--- src/rtl/i2c_poll_seq.sv ---
// Periodic sensor-poll sequencer: write command, wait conversion, read sample,
// publish word with a valid strobe. Drives the i2c_m_if command port.
module i2c_poll_seq #(
  parameter logic [6:0]  DEV_ADR     = 7'h44,
  parameter logic [31:0] CMD_DATA    = 32'h2400_0000,
  parameter logic [2:0]  CMD_BYTES   = 3'd2,
  parameter logic [2:0]  RD_BYTES    = 3'd4,
  parameter logic [23:0] POLL_PERIOD = 24'd5_000_000,
  parameter logic [19:0] CONV_WAIT   = 20'd1_000_000,
  parameter logic [7:0]  REQ_TMO     = 8'd64
) (
  input  logic        clk,
  input  logic        rstb,
  input  logic        enable,
  input  logic        trig,
  input  logic        err_clr,
  output logic [6:0]  m_adr,
  output logic        m_wr,
  output logic        m_rd,
  output logic [31:0] m_wr_data,
  output logic [2:0]  m_wr_bytes,
  output logic [2:0]  m_rd_bytes,
  input  logic        m_busy,
  input  logic [31:0] m_rd_data,
  input  logic        m_rd_data_en,
  output logic [31:0] result,
  output logic        result_valid,
  output logic [15:0] sample_cnt,
  output logic        err_tmo,
  output logic        err_nodata,
  output logic        seq_busy
);

  typedef enum logic [2:0] {
    S_IDLE, S_WR_REQ, S_WR_BUSY, S_CONV, S_RD_REQ, S_RD_BUSY, S_DONE
  } state_t;

  localparam logic [23:0] POLL_LAST = POLL_PERIOD - 24'd1;
  localparam logic [19:0] CONV_LAST = CONV_WAIT - 20'd1;
  localparam logic [7:0]  TMO_LAST  = REQ_TMO - 8'd1;

  state_t      r_state, w_state_next;
  logic [23:0] r_timer, w_timer_next;
  logic [19:0] r_conv, w_conv_next;
  logic [7:0]  r_wd, w_wd_next;
  logic        r_got, w_got_next;
  logic [31:0] r_cap, w_cap_next;
  logic        w_set_tmo, w_set_nodata;

  logic        r_m_wr, r_m_rd, r_result_valid, r_err_tmo, r_err_nodata;
  logic [31:0] r_result;
  logic [15:0] r_sample_cnt;

  always_comb begin
    w_state_next = r_state;
    w_timer_next = '0;
    w_conv_next  = r_conv;
    w_wd_next    = r_wd;
    w_got_next   = r_got;
    w_cap_next   = r_cap;
    w_set_tmo    = 1'b0;
    w_set_nodata = 1'b0;
    case (r_state)
      S_IDLE: begin
        w_wd_next = '0;
        if (trig) begin
          w_state_next = S_WR_REQ;
        end else if (enable) begin
          if (r_timer == POLL_LAST) w_state_next = S_WR_REQ;
          else                      w_timer_next = r_timer + 24'd1;
        end
      end
      S_WR_REQ: begin
        if (m_busy) begin
          w_state_next = S_WR_BUSY;
          w_wd_next    = '0;
        end else if (r_wd == TMO_LAST) begin
          w_state_next = S_IDLE;
          w_set_tmo    = 1'b1;
          w_wd_next    = '0;
        end else begin
          w_wd_next = r_wd + 8'd1;
        end
      end
      S_WR_BUSY: begin
        if (!m_busy) begin
          w_state_next = S_CONV;
          w_conv_next  = '0;
        end
      end
      S_CONV: begin
        if (r_conv == CONV_LAST) w_state_next = S_RD_REQ;
        else                     w_conv_next  = r_conv + 20'd1;
      end
      S_RD_REQ: begin
        w_got_next = 1'b0;
        if (m_busy) begin
          w_state_next = S_RD_BUSY;
          w_wd_next    = '0;
        end else if (r_wd == TMO_LAST) begin
          w_state_next = S_IDLE;
          w_set_tmo    = 1'b1;
          w_wd_next    = '0;
        end else begin
          w_wd_next = r_wd + 8'd1;
        end
      end
      S_RD_BUSY: begin
        // Data strobe coinciding with busy falling still counts as a good read.
        if (m_rd_data_en) begin
          w_got_next = 1'b1;
          w_cap_next = m_rd_data;
        end
        if (!m_busy) begin
          if (w_got_next) begin
            w_state_next = S_DONE;
          end else begin
            w_state_next = S_IDLE;
            w_set_nodata = 1'b1;
          end
        end
      end
      S_DONE:  w_state_next = S_IDLE;
      default: w_state_next = S_IDLE;
    endcase
  end

  always_ff @(posedge clk or negedge rstb) begin
    if (!rstb) begin
      r_state        <= S_IDLE;
      r_timer        <= '0;
      r_conv         <= '0;
      r_wd           <= '0;
      r_got          <= 1'b0;
      r_cap          <= '0;
      r_m_wr         <= 1'b0;
      r_m_rd         <= 1'b0;
      r_result       <= '0;
      r_result_valid <= 1'b0;
      r_sample_cnt   <= '0;
      r_err_tmo      <= 1'b0;
      r_err_nodata   <= 1'b0;
    end else begin
      r_state        <= w_state_next;
      r_timer        <= w_timer_next;
      r_conv         <= w_conv_next;
      r_wd           <= w_wd_next;
      r_got          <= w_got_next;
      r_cap          <= w_cap_next;
      r_m_wr         <= (w_state_next == S_WR_REQ);
      r_m_rd         <= (w_state_next == S_RD_REQ);
      r_result_valid <= (w_state_next == S_DONE);
      if (w_state_next == S_DONE) begin
        r_result     <= w_cap_next;
        r_sample_cnt <= r_sample_cnt + 16'd1;
      end
      if (w_set_tmo)    r_err_tmo <= 1'b1;
      else if (err_clr) r_err_tmo <= 1'b0;
      if (w_set_nodata) r_err_nodata <= 1'b1;
      else if (err_clr) r_err_nodata <= 1'b0;
    end
  end

  assign m_adr        = DEV_ADR;
  assign m_wr_data    = CMD_DATA;
  assign m_wr_bytes   = CMD_BYTES;
  assign m_rd_bytes   = RD_BYTES;
  assign m_wr         = r_m_wr;
  assign m_rd         = r_m_rd;
  assign result       = r_result;
  assign result_valid = r_result_valid;
  assign sample_cnt   = r_sample_cnt;
  assign err_tmo      = r_err_tmo;
  assign err_nodata   = r_err_nodata;
  assign seq_busy     = (r_state != S_IDLE);

endmodule

--- config.mk ---
export PLATFORM = sky130hd
export DESIGN_NAME = i2c_poll_seq
export DESIGN_NICKNAME = d
export VERILOG_FILES = /design/src/rtl/i2c_poll_seq.sv
export SDC_FILE = /design/constraint.sdc
export NUM_CORES = 1
export LEC_CHECK = 0
export CORE_MARGIN = 2
export CORE_UTILIZATION = 35
export CTS_CLUSTER_DIAMETER = 40
export DETAILED_ROUTE_END_ITERATION = 6
export PLACE_DENSITY = 0.56
export SLEW_MARGIN = 10
export SYNTH_ARGS = -nofsm -noshare
export SYNTH_HDL_FRONTEND = slang
export SYNTH_SLANG_ARGS = --single-unit
--- constraint.sdc ---
create_clock -name clk -period 2.5 [get_ports clk]
set_input_delay 0.5 -clock clk [delete_from_list [all_inputs] [get_ports clk]]
set_output_delay 0.5 -clock clk [all_outputs]
set_load 0.01 [all_outputs]
## Yosys cells after proc, flatten, opt, wreduce, memory -nomap -nowiden

Index checks and enable logic that the tools add are counted.

| storage, ports and cells | value |
|---|---|
| flip-flop bits (word level) | 141 |
| bits of input ports | 39 |
| output and inout port bits | 99 |
| logic and storage cells | 74 |

| operators by class | value |
|---|---|
| $add $sub $neg | 4 |
| eq/ne operators | 13 |
| multiplexer cells | 35 |
| reductions and logical operators | 9 |

Operator list:

| kind | number |
|---|---|
| 2-to-1 mux 24 bit | 4 |
| 2-to-1 mux 32 bit | 2 |
| 2-to-1 mux 20 bit | 2 |
| one-hot mux 20 bit (2 select lines) | 1 |
| 2-to-1 mux 3 bit | 10 |
| adder 24 x 1 -> 24 bit, second input constant | 1 |
| == test 24 x 23 -> 1 bit, second input constant | 1 |
| adder 20 x 1 -> 20 bit, second input constant | 1 |
| == test 20 bit, second input constant | 1 |
| one-hot mux 3 bit (6 select lines) | 1 |
| adder 16 x 1 -> 16 bit, second input constant | 1 |
| 2-to-1 mux 8 bit | 2 |
| one-hot mux 8 bit (2 select lines) | 1 |
| == test 3 bit, second input constant | 4 |
| 2-to-1 mux 1 bit | 11 |
| nonzero test 2 bit | 5 |
| adder 8 x 1 -> 8 bit, second input constant | 1 |
| == test 8 x 6 -> 1 bit, second input constant | 1 |
| == test 3 x 1 -> 1 bit, second input constant | 2 |
| == test 3 x 2 -> 1 bit, second input constant | 2 |
| != test 2 bit, second input constant | 2 |
| logical NOT 3 bit | 1 |
| AND reduction 3 bit | 1 |
| nonzero test 3 bit | 1 |
| other kinds (2) | 2 |

## Longest topological paths before layout

Gate-level depths: netlist (run 1).

| depth | value |
|---|---|
| depth after elaboration | 6 |
| gate-level depth with buffers | 8 |
| mapped depth without buffers | 6 |

## Least setup slack after synthesis (run 1)

OpenSTA, ideal clock, no wires.

| timing | value |
|---|---|
| kind | register -> register |
| start point | reg r_conv[6] |
| end point | reg r_m_rd, in the netlist m_rd |
| setup time | 80 ps |
| arrival time | 2005 ps |
| data required time | 2420 ps |
| path slack | 415 ps |
| stages on the path, launching flop included | 6 |
| path buffers | 0 |
| clock period less this slack | 2085 ps |
| cell sequence | dfrtp_1 -> or4b_1 -> or4_4 -> o21ai_4 -> o211ai_4 -> nor3b_2 |

| between the ends | value |
|---|---|
| longest elaborated chain between the ends | 4 |

Ends and longest elaborated chain:

| item | line | text |
|---|---|---|
| from (decl) | 44 | `logic [19:0] r_conv, w_conv_next;` |
| from (signal assigned) | 146 | `r_conv <= w_conv_next;` |
| == test 20 bit | 92 | `if (r_conv == CONV_LAST) w_state_next = S_RD_REQ;` |
| 2-to-1 mux 3 bit | 92 |  |
| one-hot mux 3 bit (6 select lines) | 63 | `case (r_state)` |
| named net w_state_next[1] | 42 | `state_t r_state, w_state_next;` |
| == test 3 bit | 151 | `r_m_rd <= (w_state_next == S_RD_REQ);` |
| to (signal assigned) | 151 |  |
| to (decl) | 50 | `logic r_m_wr, r_m_rd, r_result_valid, r_err_tmo, r_err_nodata;` |

The timed path passes the listed nets, and every way through them passes these cells.
A chain may end at the register's enable or synchronous reset.

## Worst setup path after layout (run 1)

| timing | value |
|---|---|
| start point | reg r_state[2] |
| end point | out seq_busy |

| between the ends | value |
|---|---|
| longest elaborated chain between the ends | 1 |

Ends and longest elaborated chain:

| item | line | text |
|---|---|---|
| from (decl) | 42 |  |
| from (signal assigned) | 144 | `r_state <= w_state_next;` |
| nonzero test 3 bit | 175 | `assign seq_busy = (r_state != S_IDLE);` |
| to (decl) | 31 | `output logic seq_busy` |

No other way between the ends.

==> results of run 1 <==
-- synth_stat cells, types with 2 or more instances --
cell / number
ha_1: 4
nor4_2: 2
nor2b_1: 2
nand4_1: 18
buf_1: 3
and3_1: 9
nand3b_1: 3
and4_1: 7
or3_1: 3
nand3_1: 24
nor4_1: 10
or4_4: 2
nand2_1: 35
a21oi_1: 7
and2_1: 2
nor3_1: 14
nor4b_1: 5
nand4b_1: 2
a22o_1: 2
o21ai_1: 2
nor2_1: 51
clkbuf_1: 6
buf_4: 45
inv_1: 7
buf_2: 7
xor2_1: 20
mux2_1: 5
xnor2_1: 33
o21ai_0: 10
dfrtp_1: 141
conb_1: 2
mux2_2: 60
-- path summary, 6_finish.rpt --
check / start / to / depth (start not counted) / slack [ns]
worst max register to register: r_conv[6]$_DFFE_PN0P_ / m_rd$_DFF_PN0_ / 5 / 0.23
max in group asynchronous: rstb / r_cap[16]$_DFF_PN0_ / 2 / 1.73
worst min register to register: sample_cnt[15]$_DFFE_PN0N_ / sample_cnt[15]$_DFFE_PN0N_ / 1 / 0.48
worst max-delay path: r_state[2]$_DFF_PN0_ / seq_busy / 3 / 0.1
worst min-delay path: rstb / result[8]$_DFFE_PN0N_ / 1 / 0.02
min in group clk: sample_cnt[15]$_DFFE_PN0N_ / sample_cnt[15]$_DFFE_PN0N_ / 1 / 0.48
-- kinds of logic after synthesis --
| logic type | count (synthesis) |
|---|---|
| compound gates | 33 |
| xor+xnor | 53 |
| flops | 141 |
| other cells | 2 |
| mux | 65 |
| simple gates | 198 |
| buf+inv | 69 |
| fa+ha+maj | 4 |
-- power groups by stage --
| stage | registers (µW) | logic [µW] | clock network, µW |
|---|---|---|---|
| 4_1_cts | 2430 | 645 | 2700 |
| 5_1_grt | 2440 | 719 | 2810 |
| 3_5_place_dp | 2470 | 643 | 0 |
| 3_3_place_gp | 2470 | 636 | 0 |
| 6_report | 2430 | 635 | 2630 |
| 2_1_floorplan | 2440 | 450 | 0 |
-- flip-flops by register name, indices dropped and copies added (netlist names) --
signal,count
result_valid,1
r_conv,20
r_cap,32
r_wd,8
r_timer,24
sample_cnt,16
r_state,3
err_tmo,1
r_got,1
m_rd,1
err_nodata,1
result,32
m_wr,1
-- worst reg2reg max path, delay by kind of cell (launching register included) --
family | cells | cell delay, ns
DFF | 1 | 0.43
and+or+nand+nor | 3 | 1.35
AOI/OAI and AO/OA | 2 | 0.39
-- cell type report --
cell class,count,area [µm²]
multi-input combinational,398,2710
inverter,8,30.0
clock buffer,18,439
sequential,141,3530
tap,229,287
clock inverter,14,179
timing repair buffer,111,1110
fill,1651,9800
-- layer usage --
metal  up-vias  share of wire  GRT usage
met5         -              0          0
met4         0          0.012     0.0478
met3        11          0.037     0.0403
met2       101           0.52      0.254
met1      2181           0.44      0.181
li1       2129              -          -
-- through the flow --
stage / worst slack, ns / cells / hold slack, ns
after CTS: 0.0641 / 919 / 0.0305
after floorplan: 0.415 / 608 / 0.204
after detailed placement: 0.215 / 887 / 0.474
final: 0.0992 / 919 / 0.0200
after global routing: 0.0120 / 919 / 0.0463
after global placement: 0.213 / 887 / 0.466
==> flow_metrics.env, run 1 <==
export IMPL_post_cts_buffers=0
export IMPL_place_area_um2=7670
export IMPL_ys_ff_latch=141
export IMPL_yosys_area_top_type="dfrtp_1"
export IMPL_syn_area_per_cell_um2=11.5
export IMPL_yosys_area_share_simple=0.163
export IMPL_finish_instance_area_um2=8290
export IMPL_fin_crit_sh=0.960
export IMPL_ant_nets=0
export IMPL_cts_root_buf="clkbuf_16"
export IMPL_clkPwrFrac=0.462
export IMPL_ios=138
export IMPL_clockBufferDepth=2
export IMPL_p_sw_frac=0.257
export IMPL_cts_tree="done"
export IMPL_intPower_uw=4230
export IMPL_cp_max_fo=8
export IMPL_nNetsFinal=720
export IMPL_total_power_uw=5690
export IMPL_port_buffers=92
export IMPL_synthXorXnorAreaFrac=0.0713
export IMPL_fin_worst_skew_ns=0.00657
export IMPL_cts_sinks=141
export IMPL_vias=4422
export IMPL_cp_slowest_cell="dfrtp_1"
export IMPL_synth_compound_area_share=0.0356
export IMPL_critPathRequiredTime_ns=2.00
export IMPL_core_area_um2=18100
export IMPL_syn_to_final_growth_pct=27.3
export IMPL_seq_area_frac_synth=0.542
export IMPL_synth_edf_count=0
export IMPL_synth_fa_ha_area_frac=0.00769
export IMPL_cts_buffers_inserted=17
export IMPL_synthArstFlopShare=1.00
export IMPL_ys_types=54
export IMPL_clk_latency_ns=0.42
export IMPL_die_area_um2=19700
export IMPL_slew_headroom=0.548
export IMPL_crit_family="buffers and inverters"
export IMPL_setup_viol=0
export IMPL_overflow=0
export IMPL_clock_fmax_mhz=417
export IMPL_path_cells="nor3_1, inv_1, clkdlybuf4s50_1"
export IMPL_min_period_ns=2.40
export IMPL_synthMuxAreaShare=0.112
export IMPL_cap_viol_max_count=0
export IMPL_die_y_um=140
export IMPL_path_class="flip-flop to primary output"
export IMPL_critPathLaunchType="flip-flop"
export IMPL_combPwrFrac=0.112
export IMPL_drc=0
export IMPL_clk_pin_slew_ns=0.06
export IMPL_grt_max_degree=56
export IMPL_initial_core_util=0.360
export IMPL_cts_hold_buf=0
export IMPL_cp_arrival_ns=1.90
export IMPL_die_w_um=140
export IMPL_leakage_uw=0.00374
export IMPL_seqPwrFrac=0.427
export IMPL_drv_slew=0
export IMPL_routedWlPerCell_um=14.9
export IMPL_worst_slew_pin_transition_ns=0.672
export IMPL_yosysTopAreaCellShare=0.542
export IMPL_p_switching_uw=1460
export IMPL_hold_viol_final=0
export IMPL_place_hpwl_um=9720
export IMPL_grt_usage=0.148
export IMPL_via_per_inst=4.81
export IMPL_ys_flop_type="dfrtp_1"
export IMPL_synth_top_family_by_area="simple AND/OR/NAND/NOR gates"
export IMPL_yosysWarnings=0
export IMPL_outcome="finished, final reports clean"
export IMPL_p_per_area_nw_per_um2=687
export IMPL_drt_initial_drc_count=186
export IMPL_ir_drop_v=0.000455
export IMPL_endpoint_kind="primary output"
export IMPL_utilization=0.458
export IMPL_setup_tns_ns=0
export IMPL_cp_num_buf_inv=2
export IMPL_htree_num_levels=4
export IMPL_yosys_top_cells_area="dfrtp_1 (54%), mux2_2 (10%), buf_4 (5.2%), xnor2_1 (4.4%), nor2_1 (2.9%)"
export IMPL_final_cell_mix="dfrtp_1 (141), clkdlybuf4s50_1 (91), mux2_2 (60)"
export IMPL_first_global_vias=4549
export IMPL_routed_wl_um=13700
export IMPL_rsz0062_at_grt="no"
export IMPL_syn_area_um2=6510
export IMPL_synthCells=565
export IMPL_drive_above_1_share=0.177
export IMPL_grt_pass1_wl_um=23100
export IMPL_mostFrequentLayoutCell="dfrtp_1"
export IMPL_post_cts_resized=0
export IMPL_n_antenna_cell=0
export IMPL_rows=49
export IMPL_hold_class="input pin to asynchronous set/reset pin"
export IMPL_cp_slowest_stage_delay_ns=0.49
export IMPL_dr_pass1_iters=4
export IMPL_gp_congestion=0.807
export IMPL_antenna_found_initial=0
Power figures use the tool's default switching activity.
==> run 2: changes to the inputs <==
CORE_MARGIN = 5   (was 2)
CTS_CLUSTER_DIAMETER = 50   (was 40)
==> run 2 against run 1 <==
Utilization decreased by 0.33 points. Die area increased by 8.7%. Clock-buffer cell count increased by 3. Routed wire length increased by 3.6%. Cell area decreased by 0.39%. Sequential power about the same. Hold slack improved by 0.036 ns.
==> flow_metrics.env, run 2 (synthesized netlist as in run 1, its figures left out) <==
export IMPL_outcome="finished, final reports clean"
export IMPL_dr_pass1_iters=4
export IMPL_cap_viol_max_count=0
export IMPL_whs_ns=0.0558
export IMPL_clock_fmax_mhz=432
export IMPL_worst_slew_pin_transition_ns=0.706
export IMPL_grt_pass1_wl_um=23900
export IMPL_post_cts_buffers=0
export IMPL_fin_crit_sh=0.926
export IMPL_critPathRequiredTime_ns=2.00
export IMPL_cts_root_buf="clkbuf_16"
export IMPL_die_area_um2=21400
export IMPL_ff2ff_path_depth=5
export IMPL_cp_max_fo=8
export IMPL_clockBufferDepth=2
export IMPL_grt_max_degree=60
export IMPL_place_hpwl_um=10200
export IMPL_mostFrequentLayoutCell="dfrtp_1"
export IMPL_cts_buffers_inserted=17
export IMPL_cts_sinks=141
export IMPL_die_y_um=146
export IMPL_port_buffers=92
export IMPL_cts_hold_buf=0
export IMPL_via_per_inst=4.87
export IMPL_routed_wl_um=14200
export IMPL_setup_tns_ns=0
export IMPL_nNetsFinal=720
export IMPL_p_per_area_nw_per_um2=677
export IMPL_n_antenna_cell=0
export IMPL_ir_drop_v=0.000482
export IMPL_finish_instance_area_um2=8260
export IMPL_rows=49
export IMPL_htree_num_levels=4
export IMPL_clk_latency_ns=0.42
export IMPL_ios=138
export IMPL_drv_slew=0
export IMPL_die_w_um=146
export IMPL_leakage_uw=0.00372
export IMPL_place_area_um2=7660
export IMPL_first_global_vias=4636
export IMPL_vias=4475
export IMPL_core_area_um2=18100
export IMPL_setup_viol=0
export IMPL_worst_slack_ns=0.186
export IMPL_final_cell_mix="dfrtp_1 (141), clkdlybuf4s50_1 (91), mux2_2 (60)"
export IMPL_syn_to_final_growth_pct=26.8
export IMPL_drt_initial_drc_count=259
export IMPL_drive_above_1_share=0.175
export IMPL_cts_tree="done"
export IMPL_overflow=0
export IMPL_rsz0062_at_grt="no"
export IMPL_dpl_worst_slack_ns=0.258
export IMPL_slew_headroom=0.525
export IMPL_routedWlPerCell_um=15.5
export IMPL_ant_nets=0
export IMPL_endpoint_kind="primary output"
export IMPL_antenna_found_initial=0
export IMPL_drc=0
export IMPL_critPathLaunchType="flip-flop"
export IMPL_hold_viol_final=0
export IMPL_clk_pin_slew_ns=0.06
export IMPL_grt_usage=0.136
export IMPL_initial_core_util=0.359
export IMPL_path_class="flip-flop to primary output"
export IMPL_hold_class="input pin to asynchronous set/reset pin"
export IMPL_fin_worst_skew_ns=0.0124
export IMPL_gp_congestion=0.755
export IMPL_min_period_ns=2.31
export IMPL_fillCellCount=1658
export IMPL_cp_arrival_ns=1.81
## run 2: changes by cell type in the layout (fill, tap and decap cells not counted), sizes merged
cell      delta
bufinv       -1
clkbuf       +3
clkinv       +1
clkinvlp     -1
inv          -2
## run 2: through the flow
step	total power [µW]	utilization	std cells
5_1_grt	5860	0.455	919
2_1_floorplan	2890	-	608
6_report	5590	0.455	919
4_1_cts	5670	0.455	919
3_5_place_dp	3120	0.422	887
3_3_place_gp	3110	0.422	887
## run 2: report_power, final
group / internal (µW) / leakage, µW / switching [µW]
combinational: 266 / 0.00148 / 383
sequential: 2350 / 0.00196 / 78.2
clock: 1530 / 0.000285 / 980
## run 2: routing by layer
layer / up-vias / track usage / part of all wire
met5: - / 0 / 0
met4: 0 / 0.0499 / 0.014
met3: 15 / 0.0294 / 0.037
met2: 101 / 0.234 / 0.51
met1: 2237 / 0.170 / 0.44
li1: 2122 / - / -
## run 2: final timing paths
path | to | from | slack, ns
setup / recovery | seq_busy | r_state[2]$_DFF_PN0_ | 0.19
hold / removal | r_cap[7]$_DFF_PN0_ | rstb | 0.06
setup reg to reg | m_rd$_DFF_PN0_ | r_conv[7]$_DFFE_PN0P_ | 0.25
hold reg to reg | sample_cnt[15]$_DFFE_PN0N_ | sample_cnt[15]$_DFFE_PN0N_ | 0.48
max in group asynchronous | r_timer[4]$_DFF_PN0_ | rstb | 1.70
min in group clk | sample_cnt[15]$_DFFE_PN0N_ | sample_cnt[15]$_DFFE_PN0N_ | 0.48
## run 2: cell type report
type	count	area [µm²]	share of cell area
clock buffers	21	460	0.0558
clock inverters	11	133	0.0161
inverters	8	30.0	0.00364
multi-input cells	398	2720	0.329
flip-flops and latches	141	3530	0.427
well taps	229	287	0.0347
repair buffers	111	1100	0.133
## run 2: what timing repair did
item	4_1_cts	5_1_grt
endpoints found under the hold margin	0	0
resized for setup	0	1
setup endpoints to repair	0	1
## run 2: worst max-delay path, stage by stage (launching register included)
cell and delay, ns:
dfrtp_1 0.51, nor3_2 0.33, inv_1 0.07, clkdlybuf4s50_1 0.49
==> run 3: changes to the inputs <==
clock period = 2.2 ns   (was 2.5 ns; I/O delays follow)
==> run 3 against run 2 <==
The run now ends with negative hold slack left. Clock-buffer cell count decreased by 2. First-iteration DRC count is 8.9% lower. Die area unchanged. Global-route usage increased by 0.42 points. Largest power group unchanged.
==> flow_metrics.env, run 3 (synthesized netlist as in run 1, its figures left out) <==
export IMPL_outcome="finished, violations left"
export IMPL_violations="negative hold slack"
export IMPL_grt_max_degree=63
export IMPL_cts_buffers_inserted=17
export IMPL_overflow=0
export IMPL_htree_num_levels=4
export IMPL_whs_ns=-0.0115
export IMPL_grt_usage=0.141
export IMPL_path_cells="or4b_4, or4_4, o21ai_4, o211ai_4, nor3b_2"
export IMPL_mostFrequentLayoutCell="dfrtp_1"
export IMPL_dr_pass1_iters=5
export IMPL_syn_to_final_growth_pct=29.7
export IMPL_hold_viol_final=8
export IMPL_critPathLaunchType="flip-flop"
export IMPL_seqPwrFrac=0.419
export IMPL_n_antenna_cell=0
export IMPL_fillCellCount=1667
export IMPL_cap_viol_max_count=0
export IMPL_leakage_uw=0.00384
export IMPL_first_global_vias=4796
export IMPL_place_hpwl_um=10600
export IMPL_ir_drop_v=0.000596
export IMPL_hold_class="input pin to asynchronous set/reset pin"
export IMPL_cts_sinks=141
export IMPL_cp_max_fo=4
export IMPL_total_power_uw=6580
export IMPL_clk_latency_ns=0.43
export IMPL_die_y_um=146
export IMPL_p_switching_uw=1720
export IMPL_intPower_uw=4870
export IMPL_fin_crit_sh=0.952
export IMPL_die_area_um2=21400
export IMPL_via_per_inst=4.75
export IMPL_cp_slowest_cell="or4b_4"
export IMPL_nNetsFinal=736
export IMPL_worst_slack_ns=0.106
export IMPL_final_cell_mix="dfrtp_1 (141), clkdlybuf4s50_1 (90), mux2_2 (60)"
export IMPL_p_per_area_nw_per_um2=780
export IMPL_cp_slowest_stage_delay_ns=0.55
export IMPL_routedWlPerCell_um=15.5
export IMPL_die_w_um=146
export IMPL_drt_initial_drc_count=236
export IMPL_setup_tns_ns=0
export IMPL_vias=4441
export IMPL_slew_headroom=0.600
export IMPL_port_buffers=92
export IMPL_clkPwrFrac=0.458
export IMPL_clockBufferDepth=2
export IMPL_setup_viol=0
export IMPL_worst_slew_pin_transition_ns=0.594
export IMPL_gp_congestion=0.739
export IMPL_critPathRequiredTime_ns=2.52
export IMPL_cts_root_buf="clkbuf_16"
export IMPL_combPwrFrac=0.124
export IMPL_min_period_ns=2.09
export IMPL_ant_nets=0
export IMPL_rsz0062_at_grt="no"
export IMPL_routed_wl_um=14500
export IMPL_dpl_worst_slack_ns=0.0401
export IMPL_path_class="flip-flop to flip-flop"
export IMPL_drive_above_1_share=0.198
export IMPL_grt_pass1_wl_um=24600
export IMPL_initial_core_util=0.359
export IMPL_clock_fmax_mhz=478
export IMPL_p_sw_frac=0.261
export IMPL_core_area_um2=18100
export IMPL_cts_tree="done"
export IMPL_cts_hold_buf=0
export IMPL_antenna_found_initial=0
export IMPL_fin_worst_skew_ns=0.0160
export IMPL_drv_slew=0
export IMPL_rows=49
export IMPL_cp_arrival_ns=2.42
export IMPL_clk_pin_slew_ns=0.06
export IMPL_endpoint_kind="flip-flop"
export IMPL_ios=138
export IMPL_drc=0
[run 3: path summary, 6_finish.rpt]
path                                            start                         end  slack (ns)  cells past startpoint
setup / recovery                r_conv[6]$_DFFE_PN0P_              m_rd$_DFF_PN0_        0.11                      5
hold / removal                                   rstb          r_cap[4]$_DFF_PN0_       -0.01                      1
setup reg to reg                r_conv[6]$_DFFE_PN0P_              m_rd$_DFF_PN0_        0.11                      5
hold reg to reg            sample_cnt[15]$_DFFE_PN0N_  sample_cnt[15]$_DFFE_PN0N_        0.49                      1
max in group asynchronous                        rstb         r_cap[17]$_DFF_PN0_        1.55                      2
min in group clk           sample_cnt[15]$_DFFE_PN0N_  sample_cnt[15]$_DFFE_PN0N_        0.49                      1
[run 3: per-layer routing]
| layer | track usage | vias up | part of all wire | wire length (µm) |
|---|---|---|---|---|
| met5 | 0 | - | 0 | 0 |
| met4 | 0.0541 | 0 | 0.012 | 175 |
| met3 | 0.0301 | 11 | 0.036 | 525 |
| met2 | 0.241 | 96 | 0.52 | 7530 |
| met1 | 0.174 | 2185 | 0.43 | 6300 |
| li1 | - | 2149 | - | - |
[run 3: critical path: cells and delay by family, from the launching register on]
kind             cells  cell delay (ns)
flip-flops           1             0.38
AND/OR/NAND/NOR      3             1.31
AO/OA/AOI/OAI        2             0.30
[run 3: layout make-up]
type                       instances  area [µm²]  share of cell area
sequential                       141        3530               0.418
multi-input combinational        398        2740               0.324
timing repair buffer             127        1250               0.148
clock buffer                      19         443              0.0524
tap                              229         287              0.0339
clock inverter                    13         176              0.0209
inverter                           8        30.0             0.00356
[run 3: per-stage QoR]
| step | area (µm²) | utilization | std cells | hold WS, ns |
|---|---|---|---|---|
| after CTS | 8430 | 0.465 | 935 | 0.0146 |
| after floorplan | 6670 | - | 608 | 0.144 |
| after global placement | 7800 | 0.430 | 903 | 0.465 |
| after detailed placement | 7800 | 0.430 | 903 | 0.475 |
| final | 8450 | 0.465 | 935 | -0.0115 |
| after global routing | 8450 | 0.465 | 935 | 0.0439 |
[run 3: repair_timing]
action	4_1_cts	5_1_grt
pin swaps	0	3
gates resized for setup	3	2
setup endpoints to repair	1	1
buffers inserted	0	0
[run 3: power groups by stage]
stage | sequential [µW] | combinational [µW] | clock, µW
CTS | 2750 | 819 | 3110
floorplan | 2770 | 511 | 0
detailed placement | 2790 | 808 | 0
global route | 2770 | 904 | 3220
finish | 2760 | 813 | 3010
global placement | 2790 | 792 | 0
